`config.mk`:
```
export PLATFORM = sky130hd
export DESIGN_NAME = vga_capture
export DESIGN_NICKNAME = d
export VERILOG_FILES = /design/src/rtl/vga_capture.sv
export SDC_FILE = /design/constraint.sdc
export NUM_CORES = 1
export LEC_CHECK = 0
export ABC_AREA = 1
export CORE_MARGIN = 2
export CORE_UTILIZATION = 49
export DETAILED_ROUTE_END_ITERATION = 8
export PLACE_DENSITY_LB_ADDON = 0.2
export SYNTH_ARGS = -nofsm -noshare
export SYNTH_HDL_FRONTEND = slang
export SYNTH_SLANG_ARGS = --single-unit
```
`constraint.sdc`:
```
create_clock -name clk -period 1.7 [get_ports clk]
set_input_delay 0.425 -clock clk [delete_from_list [all_inputs] [get_ports clk]]
set_output_delay 0.425 -clock clk [all_outputs]
set_load 0.03 [all_outputs]
```
`src/rtl/vga_capture.sv`:
```
// vga_capture: receive-side VGA timing recovery and RGB555 capture.
// Locks onto the sync structure and tags active pixels with x/y.
//
// Ports:
//   clk, reset        pixel clock, synchronous active-high reset
//   hsync_in/vsync_in active-low syncs from the link
//   red/green/blue_in 8-bit colour per channel
//   pix_valid/x/y/rgb captured active pixel, RGB555
//   frame_start       first pixel (0,0) of a locked frame
//   locked            timing lock held
//   line_err          bad line length while locked (pulse)
//   frame_err         bad line count or missing vsync while locked (pulse)

module vga_capture #(
  parameter int H_SYNC      = 96,
  parameter int H_BACK      = 48,
  parameter int H_ACTIVE    = 640,
  parameter int H_TOTAL     = 800,
  parameter int V_SYNC      = 2,
  parameter int V_BACK      = 33,
  parameter int V_ACTIVE    = 480,
  parameter int V_TOTAL     = 525,
  parameter int LOCK_FRAMES = 2
) (
  input  logic        clk,
  input  logic        reset,
  input  logic        hsync_in,
  input  logic        vsync_in,
  input  logic [7:0]  red_in,
  input  logic [7:0]  green_in,
  input  logic [7:0]  blue_in,
  output logic        pix_valid,
  output logic [9:0]  pix_x,
  output logic [9:0]  pix_y,
  output logic [14:0] pix_rgb,
  output logic        frame_start,
  output logic        locked,
  output logic        line_err,
  output logic        frame_err
);

  localparam logic [9:0] C_MAX   = 10'd1023;
  localparam logic [9:0] H_LAST  = 10'(H_TOTAL - 1);
  localparam logic [9:0] X_OFS   = 10'(H_SYNC + H_BACK);
  localparam logic [9:0] X_END   = 10'(H_SYNC + H_BACK + H_ACTIVE - 1);
  localparam logic [9:0] Y_OFS   = 10'(V_SYNC + V_BACK);
  localparam logic [9:0] Y_END   = 10'(V_SYNC + V_BACK + V_ACTIVE - 1);
  localparam logic [9:0] V_LINES = 10'(V_TOTAL);
  localparam logic [3:0] GOOD_N  = 4'(LOCK_FRAMES);

  typedef enum logic [1:0] {
    SEARCH,
    MEASURE,
    LOCKED
  } state_t;

  state_t state, state_n;

  logic        hs1, hs2;
  logic        vs1, vs2;
  logic [14:0] rgb1, rgb2;

  logic [9:0]  h_cnt;
  logic [9:0]  v_cnt;
  logic [9:0]  lines;
  logic        seen_hs;
  logic        v_arm;
  logic        frame_ok;
  logic [3:0]  good_cnt, good_n;
  logic [3:0]  good_inc;

  logic        hs_fall, vs_fall;
  logic        new_frame;
  logic        line_bad;
  logic        frame_bad;
  logic        v_timeout;
  logic        lerr_n, ferr_n;
  logic        in_win;
  logic        pix_ok;

  // Only the RGB555 bits are kept; the low colour bits are dropped.
  logic unused_lsb;
  assign unused_lsb = ^{red_in[2:0], green_in[2:0], blue_in[2:0]};

  // Input register plus one delay stage for edge detection.
  always_ff @(posedge clk) begin
    if (reset) begin
      hs1  <= 1'b1;
      hs2  <= 1'b1;
      vs1  <= 1'b1;
      vs2  <= 1'b1;
      rgb1 <= '0;
      rgb2 <= '0;
    end else begin
      hs1  <= hsync_in;
      hs2  <= hs1;
      vs1  <= vsync_in;
      vs2  <= vs1;
      rgb1 <= {red_in[7:3], green_in[7:3], blue_in[7:3]};
      rgb2 <= rgb1;
    end
  end

  assign hs_fall   = !hs1 && hs2;
  assign vs_fall   = !vs1 && vs2;
  assign new_frame = vs_fall || v_arm;

  // The hsync fall that coincides with a vsync fall closes the
  // last line of the previous frame, so it is judged with it.
  assign line_bad  = hs_fall && !(seen_hs && (h_cnt == H_LAST));
  assign frame_bad = (lines != V_LINES) || !frame_ok || line_bad;
  assign v_timeout = hs_fall && !new_frame && (v_cnt == C_MAX - 10'd1);
  assign good_inc  = good_cnt + 4'd1;

  always_ff @(posedge clk) begin
    if (reset) begin
      h_cnt    <= C_MAX;
      v_cnt    <= C_MAX;
      lines    <= '0;
      seen_hs  <= 1'b0;
      v_arm    <= 1'b0;
      frame_ok <= 1'b0;
    end else begin
      if (hs_fall) begin
        h_cnt   <= '0;
        seen_hs <= 1'b1;
      end else if (h_cnt != C_MAX) begin
        h_cnt <= h_cnt + 10'd1;
      end

      if (hs_fall) begin
        if (new_frame) begin
          v_cnt <= '0;
        end else if (v_cnt != C_MAX) begin
          v_cnt <= v_cnt + 10'd1;
        end
      end

      if (hs_fall) begin
        v_arm <= 1'b0;
      end else if (vs_fall) begin
        v_arm <= 1'b1;
      end

      // Line count since the last vsync fall, including a
      // coincident hsync fall, which opens the new frame.
      if (vs_fall) begin
        lines    <= {9'd0, hs_fall};
        frame_ok <= 1'b1;
      end else begin
        if (hs_fall && (lines != C_MAX)) begin
          lines <= lines + 10'd1;
        end
        if (line_bad) begin
          frame_ok <= 1'b0;
        end
      end
    end
  end

  always_ff @(posedge clk) begin
    if (reset) begin
      state    <= SEARCH;
      good_cnt <= '0;
    end else begin
      state    <= state_n;
      good_cnt <= good_n;
    end
  end

  always_comb begin
    state_n = state;
    good_n  = good_cnt;
    lerr_n  = 1'b0;
    ferr_n  = 1'b0;
    unique case (state)
      SEARCH: begin
        if (vs_fall) begin
          state_n = MEASURE;
          good_n  = '0;
        end
      end
      MEASURE: begin
        if (vs_fall) begin
          if (frame_bad) begin
            good_n = '0;
          end else begin
            good_n = good_inc;
            if (good_inc == GOOD_N) begin
              state_n = LOCKED;
            end
          end
        end
      end
      LOCKED: begin
        lerr_n = line_bad;
        ferr_n = (vs_fall && frame_bad) || v_timeout;
        if (lerr_n || ferr_n) begin
          state_n = SEARCH;
        end
      end
      default: begin
        state_n = SEARCH;
        good_n  = '0;
      end
    endcase
  end

  assign in_win = (h_cnt >= X_OFS) && (h_cnt <= X_END) &&
                  (v_cnt >= Y_OFS) && (v_cnt <= Y_END);

  // A losing cycle never emits a pixel, even if the window is open.
  assign pix_ok = (state == LOCKED) && in_win && !lerr_n && !ferr_n;

  always_ff @(posedge clk) begin
    if (reset) begin
      pix_valid   <= 1'b0;
      pix_x       <= '0;
      pix_y       <= '0;
      pix_rgb     <= '0;
      frame_start <= 1'b0;
      line_err    <= 1'b0;
      frame_err   <= 1'b0;
    end else begin
      pix_valid   <= pix_ok;
      pix_x       <= h_cnt - X_OFS;
      pix_y       <= v_cnt - Y_OFS;
      pix_rgb     <= rgb2;
      frame_start <= pix_ok && (h_cnt == X_OFS) && (v_cnt == Y_OFS);
      line_err    <= lerr_n;
      frame_err   <= ferr_n;
    end
  end

  assign locked = (state == LOCKED);

endmodule

```
==> impl_metrics.toml, run 1 <==
[outcome]
status = "finished clean"

[worst_setup_path]
rr_startpoint = "lines[1]"
critPathArrivalTime_ns = 1.21
crit_start = "state[1]"
criticalPathCategory = "flop to primary output"
critPathMaxFanout = 3
critPathLaunchType = "flop"
crit_required_ns = 1.27
worst_setup_path_end_kind = "primary output"
r2r_cells = 11

[die]
fp.dieW_um = 101
ios = 68
core_area_um2 = 9150
start_util = 0.501
die_h_um = 101
fp.dieArea_um2 = 10200
rows = 35

[route]
first_pass_iters = 4
wl_per_cell_um = 11.6
ant_nets = 0
drt_iter0_markers = 141
route.detailed.drc = 0
vias = 3605
drt_wl_total_mm = 8.81
via_per_inst = 4.75

[cts]
cts_root_buffer = "clkbuf_8"
cts_tree = "built"
clkSinkCount = 112
htree_levels = 3
ctsHoldBuffers = 0
clockBufferDepth = 2
clk_pin_slew_ns = 0.12
numCtsBuffers = 9
clock_latency_ns = 0.39

[yosys]
synth_cells = 575
syn-num-nets = 614
async_flop_share = 0
synth_top_area_share = 0.489
synth_edf_count = 0
synthFlopType = "dfxtp_1"
netlist_area_um2 = 4590
synth_seq_area_share = 0.489
synth.avg_cell_area_um2 = 7.98
yosysTopAreaCell = "dfxtp_1"
ys_seq_elements = 112
synth.area.top_cells = "dfxtp_1 49%, inv_1 8.3%, nor2_1 7.6%"
synth_commonest_cells = "112 x dfxtp_1, 102 x inv_1, 93 x nor2_1"
synth.most_common_cell = "dfxtp_1"
synth_cell_types = 37
yosysWarnings = 0

[pwr]
cellPowerDensity_nw_per_um2 = 1060
finalPower_mw = 5.87
power.leakage_nw = 2.68
ir_drop_mv = 0.789

[sta]
slew_headroom = 0.729
hold_ws_ns = 0.387
final.setup.tns_ns = 0
report.final.slew_viol_count = 0
min_period_ns = 1.63
hold_viol_final = 0
max_clock_freq_mhz = 612
fin_crit_sh = 0.961
worstMarginPinSlew_ns = 0.405
setup_viol = 0
finClkSkew_ns = 0.0164

[global_route]
grt_pass1_vias = 3382
grt_pass1_wl_mm = 15.0
grt.total_usage = 0.184
antenna_found_initial = 0
grt.overflow.total = 0
grt_max_degree = 56

[hold_path]
hp-class = "input pin to flop"
holdCritStartpoint = "reset"
hold_path_depth = 2

[layout]
syn_to_final_growth_pct = 20.5
drive_gt1_frac = 0.150
antennaDiodeCount = 0
nNetsFinal = 682

[placed_design]
io_buffers = 58
post-dp-hpwl_mm = 6.25
routabilityCongestion = 0.885

[run]
drv_cap = 0
-- sequential cells by signal (all words and copies together), names as in the netlist, 2 cells and up --
register and flops:
good_cnt 4, pix_y 10, rgb1 15, pix_x 10, rgb2 15, state 2, v_cnt 10, pix_rgb 15
lines 10, h_cnt 10
-- worst max-delay path, stage by stage, from the launching register on --
cell and delay (ns):
dfxtp_2 0.36, inv_1 0.06, nor2_1 0.12, buf_4 0.14
buf_4 0.15
-- power by group --
part	switching (mW)	total, mW	internal [mW]
combinational	0.760	1.21	0.451
sequential	0.140	2.97	2.83
clock	1.06	1.69	0.627
-- cell type report --
type | instances | area, um2
fillers | 826 | 3620
flip-flops and latches | 112 | 2250
multi-input cells | 337 | 1850
repair buffers | 74 | 657
inverters | 109 | 412
well taps | 111 | 139
clock buffers | 9 | 124
clock inverters | 7 | 98.8
-- timing repair --
| action | 4_1_cts | 5_1_grt |
|---|---|---|
| pin swaps | 0 | 1 |
| buffers inserted | 0 | 0 |
| resized for setup | 39 | 13 |
| endpoints found under the hold margin | 0 | 0 |
| gates cloned | 0 | 0 |
| endpoints found under the setup margin | 39 | 14 |
-- path summary, 6_finish.rpt --
| check | endpoint | slack (ns) |
|---|---|---|
| max | locked | 0.07 |
| min | pix_y[1] | 0.39 |
| max reg2reg | lines[8] | 0.09 |
| min reg2reg | rgb2[11] | 0.39 |
-- routing by layer --
layer | vias up | global-route usage | share of wire
li1 | 1911 | - | -
met5 | - | 0 | 0
met3 | 13 | 0.0499 | 0.048
met4 | 0 | 0.0601 | 0.017
met2 | 75 | 0.311 | 0.49
met1 | 1606 | 0.228 | 0.45
-- cells in the final DEF (no fill, tap or decap), drive strengths merged --
cell / synthesis / routed
or2: 4 / 4
nor3: 11 / 11
o211a: 1 / 1
clkbuf: 10 / 9
dfxtp: 112 / 112
a21oi: 28 / 28
o311ai: 2 / 2
xnor2: 2 / 2
inv: 109 / 114
clkinv: 0 / 2
xor2: 6 / 6
ha: 11 / 11
buf: 7 / 18
nor2: 102 / 102
dlygate4sd2: 0 / 39
o2111ai: 1 / 1
a31oi: 4 / 4
o31ai: 3 / 3
nand3: 33 / 33
clkdlybuf4s50: 0 / 17
nand4: 6 / 6
o211ai: 8 / 8
nand3b: 3 / 3
o21ai: 20 / 20
nor3b: 1 / 1
nand2: 91 / 91
-- through the flow --
stage | cell area, um2 | std cells | setup slack [ns] | utilization
after floorplan | 4590 | 575 | 0.0584 | -
after global placement | 5340 | 743 | 0.139 | 0.583
after detailed placement | 5340 | 743 | 0.0901 | 0.583
after CTS | 5510 | 759 | 0.00759 | 0.602
after global routing | 5530 | 759 | -0.0104 | 0.604
final | 5530 | 759 | 0.0668 | 0.604
-- cells by family (layout without fill, tap and decap cells) --
group,count (synthesis),in the layout,synth area share
AND/OR/NAND/NOR,251,251,0.267
buffers and inverters,126,199,0.111
flip-flops,112,112,0.489
AO/OA/AOI/OAI,67,67,0.0881
adder cells (fa/ha/maj),11,11,0.0300
XOR/XNOR,8,8,0.0153
(Power assumes the default switching activity.)
==> run 2, diff against run 1 <==
Settings changed: SKIP_CTS_REPAIR_TIMING from default to 1.
==> run 2 against run 1 <==
Die area unchanged; largest power group unchanged; clock skew hardly changed; highest routed layer unchanged; via count barely moved; critical path type unchanged.
==> impl_metrics.toml, run 2 (synthesis gave the netlist of run 1 again) <==
[outcome]
status = "finished clean"

[die]
fp.dieW_um = 101
die_h_um = 101
ios = 68
start_util = 0.501
fp.dieArea_um2 = 10200
rows = 35
core_area_um2 = 9150

[placed_design]
routabilityCongestion = 0.885
io_buffers = 58
dpl-instance-area_um2 = 5340
dp.cells = 743
post-dp-hpwl_mm = 6.25

[sta]
hold_viol_final = 0
min_period_ns = 1.64
finClkSkew_ns = 0.0167
max_clock_freq_mhz = 612
fin_crit_sh = 0.962
report.final.slew_viol_count = 0
slew_headroom = 0.732
setup_viol = 0
worstMarginPinSlew_ns = 0.400

[route]
first_pass_iters = 4
drt_iter0_markers = 163
via_per_inst = 4.75
drt_wl_total_mm = 8.85
vias = 3603
route.detailed.drc = 0
wl_per_cell_um = 11.7
ant_nets = 0

[cts]
cts_root_buffer = "clkbuf_8"
clock_latency_ns = 0.39
clockBufferDepth = 2
clkSinkCount = 112
htree_levels = 3
numCtsBuffers = 9
clk_pin_slew_ns = 0.12
cts_tree = "built"

[pwr]
ir_drop_mv = 0.795
power.leakage_nw = 3.13
cellPowerDensity_nw_per_um2 = 1040

[layout]
largest_registers = "pix_rgb (15), rgb1 (15), rgb2 (15)"
nFillCells = 784
drive_gt1_frac = 0.151
stdcell_count = 759
final_cell_mix = "106 x dfxtp_1, 100 x inv_1, 91 x nor2_1"
antennaDiodeCount = 0
nNetsFinal = 682
mostFrequentLayoutCell = "dfxtp_1"
final_area_um2 = 5680
syn_to_final_growth_pct = 23.7

[worst_setup_path]
worst_setup_path_end_kind = "primary output"
critPathLaunchType = "flop"
path_cells = "inv_1, nor2_1, buf_4, buf_4"
criticalPathCategory = "flop to primary output"
max_stage_delay_ns = 0.36
critPathMaxFanout = 3
worst-path-buf-inv = 3
crit_required_ns = 1.27
cpMostUsedCell = "buf_4"
critPathTopFamily = "flip-flops"
crit_path_top_delay_cell = "dfxtp_2"
critPathArrivalTime_ns = 1.21

[run]
drv_cap = 0

[global_route]
grt.total_usage = 0.184
grt_pass1_vias = 3375
antenna_found_initial = 0
grt.overflow.total = 0
grt_pass1_wl_mm = 15.0
grt_max_degree = 56

[hold_path]
hp-class = "input pin to flop"
-- run 2: final timing paths --
| path | from | to | slack [ns] | depth (start not counted) |
|---|---|---|---|---|
| worst max register to register | lines[0] | lines[9] | 0.11 | 13 |
| worst min register to register | rgb1[11] | rgb2[11] | 0.40 | 2 |
| worst max-delay path | state[1] | locked | 0.06 | 4 |
| worst min-delay path | reset | pix_y[1] | 0.39 | 2 |
-- run 2: stage by stage --
step / utilization / worst slack (ns) / power, mW / hold slack, ns / setup TNS, ns
global route: 0.620 / -0.0144 / 6.22 / 0.394 / -0.0286
detailed placement: 0.583 / 0.0901 / 4.29 / 0.392 / 0
global placement: 0.583 / 0.139 / 4.26 / 0.389 / 0
floorplan: - / 0.0584 / 3.90 / 0.388 / 0
finish: 0.620 / 0.0650 / 5.91 / 0.388 / 0
CTS: 0.607 / -0.149 / 5.98 / 0.382 / -4.57
-- run 2: area by class of cell --
type / instances / area, um2 / area share
sequential: 112 / 2250 / 0.396
multi-input combinational: 337 / 1850 / 0.326
timing repair buffer: 74 / 803 / 0.142
inverter: 109 / 409 / 0.0721
tap: 111 / 139 / 0.0245
clock buffer: 9 / 124 / 0.0218
clock inverter: 7 / 98.8 / 0.0174
-- run 2: worst reg2reg max path, cell delays in order, from the launching register on --
cell     delay (ns)
dfxtp_2        0.35
ha_2           0.20
inv_1          0.07
nor2_1         0.04
nand2_1        0.06
inv_2          0.05
nand3_1        0.10
nand2_2        0.08
inv_2          0.16
nand2_2        0.08
nor2_1         0.14
nand3_1        0.08
nand2_1        0.06
nor2_1         0.04
-- run 2: report_power, final --
part | internal [mW] | total (mW) | switching (mW)
clock | 0.627 | 1.68 | 1.05
sequential | 2.83 | 2.97 | 0.141
combinational | 0.491 | 1.25 | 0.761
total | 3.95 | 5.91 | 1.96
-- run 2: metal layers --
layer / vias up / wire length, um / global-route usage
met4: 0 / 116 / 0.0601
met5: - / 0 / 0
met2: 70 / 4370 / 0.310
met1: 1611 / 3990 / 0.228
met3: 8 / 386 / 0.0499
li1: 1914 / - / -
==> run 3, diff against run 2 <==
Settings changed: CORE_MARGIN 2 to default.
==> run 3 against run 2 <==
Global-route usage grew 0.91 points; sequential share of layout area increased by 0.17 points; core utilization up 1.5 points; wire length decreased by 3.2%; sequential cell count is the same; register-to-register slack improved by 0.02 ns; power is 2.4% lower; clock skew decreased by 0.0031 ns; clock power down 8%; cell area is 0.48% lower; die area fell by 3.9%.
==> impl_metrics.toml, run 3 (synthesis gave the netlist of run 1 again) <==
[outcome]
status = "finished clean"

[die]
rows = 34
ios = 68
core_area_um2 = 8890
fp.dieW_um = 98.8
die_h_um = 98.8
start_util = 0.516
fp.dieArea_um2 = 9760

[layout]
antennaDiodeCount = 0
largest_registers = "pix_rgb (15), rgb1 (15), rgb2 (15)"
nFillCells = 755
final_cell_mix = "107 x dfxtp_1, 101 x inv_1, 90 x nor2_1"
syn_to_final_growth_pct = 23.1
drive_gt1_frac = 0.150
nNetsFinal = 682
stdcell_count = 756
multiInputGateArea_um2 = 1860
regArea_um2 = 2250
mostFrequentLayoutCell = "dfxtp_1"

[route]
via_per_inst = 4.72
first_pass_iters = 4
wl_per_cell_um = 11.3
route.detailed.drc = 0
vias = 3572
drt_iter0_markers = 123
ant_nets = 0
drt_wl_total_mm = 8.57

[cts]
cts_root_buffer = "clkbuf_8"
htree_levels = 3
clock_latency_ns = 0.37
numCtsBuffers = 9
clk_pin_slew_ns = 0.11
clockBufferDepth = 2
cts_tree = "built"
clkSinkCount = 112

[worst_setup_path]
r2r_cells = 10
max_stage_delay_ns = 0.36
reg2reg_setup_slack_ns = 0.13
criticalPathCategory = "flop to primary output"
critPathLaunchType = "flop"
cpMostUsedCell = "buf_4"
crit_start = "state[1]"
critPathArrivalTime_ns = 1.21
crit_required_ns = 1.27
rr_startpoint = "h_cnt[0]"
worst-path-buf-inv = 3
crit_path_top_delay_cell = "dfxtp_1"
critPathTopFamily = "flip-flops"
critPathMaxFanout = 3
worst_setup_path_end_kind = "primary output"
rr_endpoint = "h_cnt[1]"
crit_cells = 4
path_cells = "inv_1, nor2_1, buf_4, buf_4"

[sta]
finClkSkew_ns = 0.0136
worstMarginPinSlew_ns = 0.425
fin_crit_sh = 0.961
hold_viol_final = 0
min_period_ns = 1.63
report.final.slew_viol_count = 0
slew_headroom = 0.716
setup_viol = 0
max_clock_freq_mhz = 612
rsz0062_at_grt = "yes"

[hold_path]
holdCritStartpoint = "rgb1[9]"
hold_path_depth = 2
hp-class = "flop to flop"
min_to = "rgb2[9]"

[placed_design]
dp.cells = 740
post-dp-hpwl_mm = 6.18
routabilityCongestion = 0.831
io_buffers = 58

[pwr]
power.leakage_nw = 3.12
finalPower_mw = 5.76
ir_drop_mv = 0.657
cellPowerDensity_nw_per_um2 = 1020

[global_route]
grt_max_degree = 46
grt.overflow.total = 0
grt_pass1_wl_mm = 15.2
grt.total_usage = 0.193
antenna_found_initial = 0
grt_pass1_vias = 3461

[run]
drv_cap = 0
[run 3: area by class of cell]
cell class,count,share of cell area
well taps,108,0.0239
inverters,109,0.0729
repair buffers,74,0.140
clock buffers,9,0.0219
clock inverters,7,0.0144
flip-flops and latches,112,0.398
multi-input cells,337,0.329
[run 3: metal layers]
| metal | global-route usage | up-vias | share of wire |
|---|---|---|---|
| met5 | 0 | - | 0 |
| li1 | - | 1907 | - |
| met3 | 0.0411 | 15 | 0.046 |
| met4 | 0.0700 | 0 | 0.015 |
| met2 | 0.326 | 71 | 0.47 |
| met1 | 0.244 | 1579 | 0.47 |
[run 3: per-stage QoR]
step | cell area [um2] | util | TNS (ns) | hold slack (ns) | setup WS [ns]
4_1_cts | 5520 | 0.621 | -4.13 | 0.406 | -0.138
2_1_floorplan | 4590 | - | 0 | 0.388 | 0.0584
5_1_grt | 5650 | 0.635 | -0.0477 | 0.424 | -0.0280
6_report | 5650 | 0.635 | 0 | 0.403 | 0.0670
3_3_place_gp | 5320 | 0.598 | 0 | 0.389 | 0.130
3_5_place_dp | 5320 | 0.598 | 0 | 0.392 | 0.0754
[run 3: report_power, final]
part	internal (mW)	switching, mW	total [mW]
Combinational	0.485	0.749	1.23
Clock	0.589	0.966	1.55
Sequential	2.83	0.141	2.97
Total	3.91	1.86	5.76
[run 3: how the worst max path moves through the flow]
| stage | to | slack, ns |
|---|---|---|
| floorplan | frame_start | 0.06 |
| global placement | state[0] | 0.13 |
| detailed placement | state[0] | 0.08 |
| CTS | pix_rgb[5] | -0.14 |
| global route | lines[9] | -0.03 |
| finish | locked | 0.07 |
[run 3: worst reg2reg max path, stage by stage (launching register included)]
cell and delay, ns:
dfxtp_2 0.37, ha_2 0.20, nand3_2 0.11, inv_2 0.10
nand2_2 0.06, nor2_4 0.14, nand2_4 0.08, nor2_8 0.12
inv_2 0.07, a31oi_1 0.13, o21ai_1 0.09
